[src/rtl/controle_jogo_if.sv]
// rtl/controle_jogo_if.sv - board-side signal bundle for the naval-battle game controller
//
// Purpose: groups the player buttons, map ROM handshake and display-facing
//          outputs of controle_jogo into one bundle.
// Ports (signals):
//   botao_liga_n, botao_confirma_n, botao_coluna_n, botao_linha_n : raw active-low buttons
//   navio          : map ROM data for endereco_mapa (1 = ship)
//   endereco_mapa  : {mapa, coordLinha, coordColuna}
//   ATAQUE, PREPARACAO, DESLIGADO : mode flags
//   coordColuna, coordLinha, mapa, vida, acertos : game registers
//   led_acerto, led_erro, vitoria, derrota : shot / result indicators
// Modports:
//   master : the game controller (drives game state, reads buttons and ROM)
//   slave  : the board side (buttons, ROM, display)

interface controle_jogo_if;
    logic       botao_liga_n;
    logic       botao_confirma_n;
    logic       botao_coluna_n;
    logic       botao_linha_n;
    logic       navio;
    logic [8:0] endereco_mapa;
    logic       ATAQUE;
    logic       PREPARACAO;
    logic       DESLIGADO;
    logic [2:0] coordColuna;
    logic [2:0] coordLinha;
    logic [2:0] mapa;
    logic [2:0] vida;
    logic [2:0] acertos;
    logic       led_acerto;
    logic       led_erro;
    logic       vitoria;
    logic       derrota;

    modport master (
        input  botao_liga_n, botao_confirma_n, botao_coluna_n, botao_linha_n, navio,
        output endereco_mapa, ATAQUE, PREPARACAO, DESLIGADO,
               coordColuna, coordLinha, mapa, vida, acertos,
               led_acerto, led_erro, vitoria, derrota
    );

    modport slave (
        output botao_liga_n, botao_confirma_n, botao_coluna_n, botao_linha_n, navio,
        input  endereco_mapa, ATAQUE, PREPARACAO, DESLIGADO,
               coordColuna, coordLinha, mapa, vida, acertos,
               led_acerto, led_erro, vitoria, derrota
    );
endinterface

[src/rtl/controle_jogo.sv]
// rtl/controle_jogo.sv - naval-battle game controller FSM with button debouncers
//
// Purpose: debounces the four player buttons and sequences
//          DESL -> PREP -> ATQ -> FIM, owning cursor, map, lives, hits and
//          the 8x8 already-shot bitmap.
// Ports:
//   clock   : system clock, rising edge
//   reset_n : asynchronous active-low reset
//   bus     : controle_jogo_if.master (buttons, ROM handshake, display outputs)

module controle_jogo #(
    parameter int DEBOUNCE_CICLOS = 4,
    parameter int VIDA_INICIAL    = 7,
    parameter int NUM_MAPAS       = 4,
    parameter int TOTAL_ALVOS     = 5
) (
    input  logic             clock,
    input  logic             reset_n,
    controle_jogo_if.master  bus
);

    typedef enum logic [1:0] {
        DESL = 2'b00,
        PREP = 2'b01,
        ATQ  = 2'b10,
        FIM  = 2'b11
    } estado_t;

    localparam int            CW        = (DEBOUNCE_CICLOS > 1) ? $clog2(DEBOUNCE_CICLOS) : 1;
    localparam logic [CW-1:0] CNT_MAX   = CW'(DEBOUNCE_CICLOS - 1);
    localparam logic [2:0]    VIDA_INI  = 3'(VIDA_INICIAL);
    localparam logic [2:0]    MAPA_MAX  = 3'(NUM_MAPAS - 1);
    localparam logic [2:0]    ALVOS     = 3'(TOTAL_ALVOS);

    // Button index: 0 liga, 1 confirma, 2 coluna, 3 linha
    logic [3:0]    w_raw;
    logic [3:0]    r_sync1;
    logic [3:0]    r_sync2;
    logic [3:0]    r_estavel;
    logic [3:0]    r_pulso;
    logic [CW-1:0] r_cnt [4];

    assign w_raw = {bus.botao_linha_n, bus.botao_coluna_n,
                    bus.botao_confirma_n, bus.botao_liga_n};

    // The counter runs while the synced level differs from the accepted one;
    // any agreeing sample restarts it, so short glitches never get accepted.
    always_ff @(posedge clock or negedge reset_n) begin
        if (!reset_n) begin
            r_sync1   <= 4'hF;
            r_sync2   <= 4'hF;
            r_estavel <= 4'hF;
            r_pulso   <= 4'h0;
            for (int i = 0; i < 4; i++) r_cnt[i] <= '0;
        end else begin
            r_sync1 <= w_raw;
            r_sync2 <= r_sync1;
            r_pulso <= 4'h0;
            for (int i = 0; i < 4; i++) begin
                if (r_sync2[i] == r_estavel[i]) begin
                    r_cnt[i] <= '0;
                end else if (r_cnt[i] == CNT_MAX) begin
                    r_estavel[i] <= r_sync2[i];
                    r_cnt[i]     <= '0;
                    r_pulso[i]   <= ~r_sync2[i];   // only the press edge pulses
                end else begin
                    r_cnt[i] <= r_cnt[i] + 1'b1;
                end
            end
        end
    end

    logic w_liga, w_confirma, w_coluna, w_linha;
    assign w_liga     = r_pulso[0];
    assign w_confirma = r_pulso[1];
    assign w_coluna   = r_pulso[2];
    assign w_linha    = r_pulso[3];

    estado_t     r_estado;
    logic        r_ataque, r_prep, r_desl;
    logic [2:0]  r_col, r_lin, r_mapa, r_vida, r_acertos;
    logic [63:0] r_tiros;
    logic        r_led_acerto, r_led_erro, r_vitoria, r_derrota;

    logic [5:0]  w_idx;
    logic [2:0]  w_acertos_prox;
    logic [2:0]  w_vida_prox;

    assign w_idx          = {r_lin, r_col};
    assign w_acertos_prox = r_acertos + 3'd1;
    assign w_vida_prox    = r_vida - 3'd1;

    always_ff @(posedge clock or negedge reset_n) begin
        if (!reset_n) begin
            r_estado     <= DESL;
            r_desl       <= 1'b1;
            r_prep       <= 1'b0;
            r_ataque     <= 1'b0;
            r_col        <= 3'd0;
            r_lin        <= 3'd0;
            r_mapa       <= 3'd0;
            r_vida       <= VIDA_INI;
            r_acertos    <= 3'd0;
            r_tiros      <= 64'd0;
            r_led_acerto <= 1'b0;
            r_led_erro   <= 1'b0;
            r_vitoria    <= 1'b0;
            r_derrota    <= 1'b0;
        end else if (w_liga) begin
            if (r_estado == DESL) begin
                r_estado <= PREP;
                r_desl   <= 1'b0;
                r_prep   <= 1'b1;
            end else begin
                // Power-off from any active state restores the reset image
                r_estado     <= DESL;
                r_desl       <= 1'b1;
                r_prep       <= 1'b0;
                r_ataque     <= 1'b0;
                r_col        <= 3'd0;
                r_lin        <= 3'd0;
                r_mapa       <= 3'd0;
                r_vida       <= VIDA_INI;
                r_acertos    <= 3'd0;
                r_tiros      <= 64'd0;
                r_led_acerto <= 1'b0;
                r_led_erro   <= 1'b0;
                r_vitoria    <= 1'b0;
                r_derrota    <= 1'b0;
            end
        end else begin
            case (r_estado)
                PREP: begin
                    if (w_confirma) begin
                        r_estado     <= ATQ;
                        r_prep       <= 1'b0;
                        r_ataque     <= 1'b1;
                        r_col        <= 3'd0;
                        r_lin        <= 3'd0;
                        r_vida       <= VIDA_INI;
                        r_acertos    <= 3'd0;
                        r_tiros      <= 64'd0;
                        r_led_acerto <= 1'b0;
                        r_led_erro   <= 1'b0;
                    end else if (w_coluna) begin
                        r_mapa <= (r_mapa == MAPA_MAX) ? 3'd0 : r_mapa + 3'd1;
                    end
                end
                ATQ: begin
                    if (w_confirma) begin
                        // Cursor moves arriving with a shot are dropped
                        if (!r_tiros[w_idx]) begin
                            r_tiros[w_idx] <= 1'b1;
                            if (bus.navio) begin
                                r_acertos    <= w_acertos_prox;
                                r_led_acerto <= 1'b1;
                                r_led_erro   <= 1'b0;
                                if (w_acertos_prox == ALVOS) begin
                                    r_estado  <= FIM;
                                    r_vitoria <= 1'b1;
                                end
                            end else if (r_vida != 3'd0) begin
                                r_vida       <= w_vida_prox;
                                r_led_erro   <= 1'b1;
                                r_led_acerto <= 1'b0;
                                if (w_vida_prox == 3'd0) begin
                                    r_estado  <= FIM;
                                    r_derrota <= 1'b1;
                                end
                            end
                        end
                    end else begin
                        if (w_coluna) r_col <= r_col + 3'd1;
                        if (w_linha)  r_lin <= r_lin + 3'd1;
                    end
                end
                default: begin
                end
            endcase
        end
    end

    assign bus.endereco_mapa = {r_mapa, r_lin, r_col};
    assign bus.ATAQUE        = r_ataque;
    assign bus.PREPARACAO    = r_prep;
    assign bus.DESLIGADO     = r_desl;
    assign bus.coordColuna   = r_col;
    assign bus.coordLinha    = r_lin;
    assign bus.mapa          = r_mapa;
    assign bus.vida          = r_vida;
    assign bus.acertos       = r_acertos;
    assign bus.led_acerto    = r_led_acerto;
    assign bus.led_erro      = r_led_erro;
    assign bus.vitoria       = r_vitoria;
    assign bus.derrota       = r_derrota;

endmodule

[src/flat_wrapper.sv]
// flat-port wrapper written by rule: the top's interface ports become plain ports
module controle_jogo_flat 
#(
    parameter int DEBOUNCE_CICLOS = 4,
    parameter int VIDA_INICIAL    = 7,
    parameter int NUM_MAPAS       = 4,
    parameter int TOTAL_ALVOS     = 5
)
  (clock, reset_n, bus_botao_liga_n, bus_botao_confirma_n, bus_botao_coluna_n, bus_botao_linha_n, bus_navio, bus_endereco_mapa, bus_ATAQUE, bus_PREPARACAO, bus_DESLIGADO, bus_coordColuna, bus_coordLinha, bus_mapa, bus_vida, bus_acertos, bus_led_acerto, bus_led_erro, bus_vitoria, bus_derrota);
  controle_jogo_if bus_i ();
  input  logic clock;
  input  logic reset_n;
  input wire logic [$bits(bus_i.botao_liga_n)-1:0] bus_botao_liga_n;
  input wire logic [$bits(bus_i.botao_confirma_n)-1:0] bus_botao_confirma_n;
  input wire logic [$bits(bus_i.botao_coluna_n)-1:0] bus_botao_coluna_n;
  input wire logic [$bits(bus_i.botao_linha_n)-1:0] bus_botao_linha_n;
  input wire logic [$bits(bus_i.navio)-1:0] bus_navio;
  output wire logic [$bits(bus_i.endereco_mapa)-1:0] bus_endereco_mapa;
  output wire logic [$bits(bus_i.ATAQUE)-1:0] bus_ATAQUE;
  output wire logic [$bits(bus_i.PREPARACAO)-1:0] bus_PREPARACAO;
  output wire logic [$bits(bus_i.DESLIGADO)-1:0] bus_DESLIGADO;
  output wire logic [$bits(bus_i.coordColuna)-1:0] bus_coordColuna;
  output wire logic [$bits(bus_i.coordLinha)-1:0] bus_coordLinha;
  output wire logic [$bits(bus_i.mapa)-1:0] bus_mapa;
  output wire logic [$bits(bus_i.vida)-1:0] bus_vida;
  output wire logic [$bits(bus_i.acertos)-1:0] bus_acertos;
  output wire logic [$bits(bus_i.led_acerto)-1:0] bus_led_acerto;
  output wire logic [$bits(bus_i.led_erro)-1:0] bus_led_erro;
  output wire logic [$bits(bus_i.vitoria)-1:0] bus_vitoria;
  output wire logic [$bits(bus_i.derrota)-1:0] bus_derrota;
  assign bus_i.botao_liga_n = bus_botao_liga_n;
  assign bus_i.botao_confirma_n = bus_botao_confirma_n;
  assign bus_i.botao_coluna_n = bus_botao_coluna_n;
  assign bus_i.botao_linha_n = bus_botao_linha_n;
  assign bus_i.navio = bus_navio;
  assign bus_endereco_mapa = bus_i.endereco_mapa;
  assign bus_ATAQUE = bus_i.ATAQUE;
  assign bus_PREPARACAO = bus_i.PREPARACAO;
  assign bus_DESLIGADO = bus_i.DESLIGADO;
  assign bus_coordColuna = bus_i.coordColuna;
  assign bus_coordLinha = bus_i.coordLinha;
  assign bus_mapa = bus_i.mapa;
  assign bus_vida = bus_i.vida;
  assign bus_acertos = bus_i.acertos;
  assign bus_led_acerto = bus_i.led_acerto;
  assign bus_led_erro = bus_i.led_erro;
  assign bus_vitoria = bus_i.vitoria;
  assign bus_derrota = bus_i.derrota;
  controle_jogo #(.DEBOUNCE_CICLOS(DEBOUNCE_CICLOS), .VIDA_INICIAL(VIDA_INICIAL), .NUM_MAPAS(NUM_MAPAS), .TOTAL_ALVOS(TOTAL_ALVOS)) u_core (.clock(clock), .reset_n(reset_n), .bus(bus_i));
endmodule
[config.mk]
export PLATFORM = sky130hd
export DESIGN_NAME = controle_jogo_flat
export DESIGN_NICKNAME = d
export VERILOG_FILES = /design/src/rtl/controle_jogo_if.sv /design/src/rtl/controle_jogo.sv /design/src/flat_wrapper.sv
export SDC_FILE = /design/constraint.sdc
export NUM_CORES = 1
export LEC_CHECK = 0
export BUFFER_PORTS_ARGS = -buffer_cell sky130_fd_sc_hd__buf_2
export CAP_MARGIN = 20
export CORE_ASPECT_RATIO = 0.7
export CORE_MARGIN = 2
export CORE_UTILIZATION = 54
export DETAILED_ROUTE_END_ITERATION = 12
export GPL_TIMING_DRIVEN = 1
export HOLD_SLACK_MARGIN = 0.02
export PLACE_DENSITY = 0.84
export SYNTH_ARGS = -nofsm -noshare
export SYNTH_HDL_FRONTEND = slang
export SYNTH_SLANG_ARGS = --single-unit
export TNS_END_PERCENT = 30
[constraint.sdc]
create_clock -name clock -period 2.3 [get_ports clock]
set_input_delay 0.23 -clock clock [delete_from_list [all_inputs] [get_ports clock]]
set_output_delay 0.23 -clock clock [all_outputs]
set_load 0.02 [all_outputs]
==> out/qor.yml <==
status: "finished with violations"
violations: "negative setup slack"
r2r_start: "u_core.bus.coordColuna[0]"
core.rowCount: 30
grt_max_degree: 65
p_sw_share_pct: 36.9
synth_area_leaders: "dfrtp_1 45%, dfstp_2 7.9%, o21ai_1 6.2%"
start_util_pct: 55.2
grt_pass1_wl_um: 20300
p_int_mw: 3.70
synth-seq-cells: 112
vias: 4118
track_usage_pct: 24.9
max_slew_margin_pct: 57.5
postSynthCellCount: 486
critPathLaunch: "u_core.bus.coordColuna[0]"
postPlaceCellArea_um2: 5780
grt_pass1_vias: 3921
area_growth_pct: 19.7
cts-buffers-inserted: 9
hpwl_um: 8280
r2r_end: "u_core.r_tiros[37]"
maxCapViolCount: 0
r2r_cells: 8
io_buffers: 37
r2r_setup_slack_ps: -250
yosysTopAreaCell: "dfrtp_1"
ant_nets: 0
nFillCells: 676
cp-endpoint: "u_core.r_tiros[37]"
synthMuxAreaShare_pct: 7.90
slew_violations: 0
finalWorstPathRequiredPeriod_ps: 2550
netlist_area_um2: 5320
path_clk_slew_ps: 70
drt-total-wl_um: 12900
nets: 561
drtPass1Iterations: 5
cts_max_level: 3
timing.clock.skew_ps: 6.03
period_share_pct: 111
clockBufferDepth: 2
hold_viol_final: 0
power.switching_mw: 2.17
vias_per_cell: 6.13
end_kind: "flip-flop"
coreArea_um2: 9650
hold_ws_ps: 285
combinationalPowerShare_pct: 32.2
clockRootBuffer: "clkbuf_16"
seqPwrFrac_pct: 41.7
cp_max_fo: 8
cts_tree: "done"
setup_violations: 76
tightest_slew_ps: 637
avgRoutedWirePerCell_um: 19.2
yosysSeqAreaShare_pct: 53.0
start_kind: "flip-flop"
arrival_ps: 2830
synthFlopType: "dfrtp_1"
clk_latency_ps: 360
die_x_um: 123
drc_errors: 0
layout_setup_ws_ps: -252
synth.avg_cell_area_um2: 11.0
async_flop_share_pct: 100
multi_input_area_um2: 2430
n_antenna_cell: 0
final_util_pct: 66.0
hold_path_class: "in2reg"
die-area_um2: 10700
synth_xor_area_share_pct: 0.823
fp.dieH_um: 87.1
synth_cell_type_count: 56
cts_sinks: 112
drtIter0Drc: 510
ys.warnings.count: 0
overflow: 0
synth_enable_flop_cells: 0
register_area_um2: 2820
worstPathRequired_ps: 2580
p_leak_nw: 2.83
synth-compound-area-share_pct: 13.3
yosys.area_share.adder_pct: 3.53
rsz0062_at_grt: "yes"
synthesis.nets: 508
fin_area_um2: 6370
gp_congestion: 0.868
yosys.area_share.simple_pct: 16.9
synth_top_area_share_pct: 45.1
setup.worst_path.class: "reg2reg"
worst_ir_drop_vdd_mv: 0.717
p_clk_share_pct: 26.1
p_per_area_nw_per_um2: 922
fmax_mhz: 392
antenna_found_initial: 0
synth_top_family_by_area: "simple AND/OR/NAND/NOR gates"
ioPinCount: 38
drive_above_1_share_pct: 31.1
## synthesized netlist by cell type, types with 6 or more instances
cell type and instances:
a21oi_1 8, buf_4 9, clkbuf_1 18, dfrtp_1 96, dfstp_2 16, ha_1 15, inv_1 11, mux2i_1 6
mux4_2 14, nand2_1 85, nand3_1 6, nor2_1 11, nor2b_1 12, o21ai_0 15, o21ai_1 66
## critical path: stages (launching register included)
cell and delay [ps]:
dfrtp_2 430, buf_12 140, mux4_2 550, o2bb2ai_4 220
o31ai_4 120, nor4_4 370, buf_12 190, nand4_4 240
o21ai_1 210
## worst min path at each step
stage,startpoint,end,slack [ps],depth (start not counted)
detailed placement,reset_n,u_core.r_tiros[9],280,1
CTS,bus_navio,u_core.bus.acertos[0],280,3
global placement,reset_n,u_core.r_tiros[9],270,1
floorplan,reset_n,u_core.bus.ATAQUE,-70,0
finish,bus_navio,u_core.bus.acertos[0],290,3
global route,bus_navio,u_core.bus.acertos[0],300,3
## state kept, by name, summed over array words and instances, names as in the netlist
register                cells
u_core.bus.mapa             3
u_core.bus.derrota          1
u_core.r_tiros             64
u_core.bus.coordLinha       3
u_core.r_sync2              4
u_core.bus.DESLIGADO        1
u_core.r_sync1              4
u_core.bus.led_erro         1
u_core.bus.vida             3
u_core.r_cnt                8
u_core.r_estado             2
u_core.r_estavel            4
u_core.bus.vitoria          1
u_core.bus.led_acerto       1
u_core.bus.ATAQUE           1
u_core.bus.coordColuna      3
u_core.bus.acertos          3
u_core.r_pulso              4
u_core.bus.PREPARACAO       1
## through the flow
| stage | worst slack [ps] | power [mW] | setup TNS (ps) | cells |
|---|---|---|---|---|
| detailed placement | -305 | 4.20 | -12710 | 646 |
| global placement | -145 | 4.10 | -5980 | 646 |
| finish | -252 | 5.87 | -14610 | 672 |
| global route | -326 | 6.15 | -18580 | 672 |
| floorplan | -151 | 3.64 | -8300 | 486 |
| CTS | -230 | 5.77 | -13430 | 667 |
## cell usage in the layout, fill, tap and decap left out, types with 5 or more instances in the layout
master,netlist,final
o21ai_1,66,47
a22oi_1,5,5
nor2_1,11,10
nand3_1,6,5
nand4_4,5,5
inv_1,11,11
mux4_2,14,14
ha_1,15,15
dlygate4sd3_1,0,5
nand2_1,85,84
clkbuf_16,0,10
dfrtp_1,96,95
a21oi_1,8,8
buf_2,3,36
nor2b_1,12,12
o21ai_2,0,19
buf_4,9,30
buf_12,0,5
o21ai_0,15,15
dfstp_2,16,16
## what timing repair did
item,in CTS,in global routing
endpoints found under the setup margin,76,77
buffers inserted,0,4
gates cloned,0,1
hold buffers,5,0
resized for setup,11,28
pin swaps,17,16
hold endpoints to repair,45,0
## kinds of logic (layout without fill, tap and decap cells)
family	Yosys count	after routing
buffers and inverters	49	107
adders and majority gates	15	15
AOI/OAI and AO/OA	120	120
and+or+nand+nor	161	161
DFF	112	112
muxes	24	24
xor gates and xnor gates	5	5
## power groups by stage
stage | sequential (mW) | clock [mW] | combinational (mW)
4_1_cts | 2.44 | 1.55 | 1.78
2_1_floorplan | 2.55 | 0 | 1.09
5_1_grt | 2.48 | 1.62 | 2.05
3_3_place_gp | 2.45 | 0 | 1.65
3_5_place_dp | 2.47 | 0 | 1.73
6_report | 2.45 | 1.53 | 1.89
## routing by layer
metal / share of wire [%] / GRT usage (%)
met5: 0 / 0
met2: 48 / 37.8
met1: 42 / 35.5
met4: 2.2 / 9.40
met3: 7.8 / 5.56
## cell type report
type	instances	area share (%)
sequential	112	44.3
multi-input combinational	325	38.2
clock inverter	4	0.570
tap	128	2.51
inverter	11	0.648
clock buffer	12	4.03
timing repair buffer	80	9.71
Power figures use the tool's default switching activity.
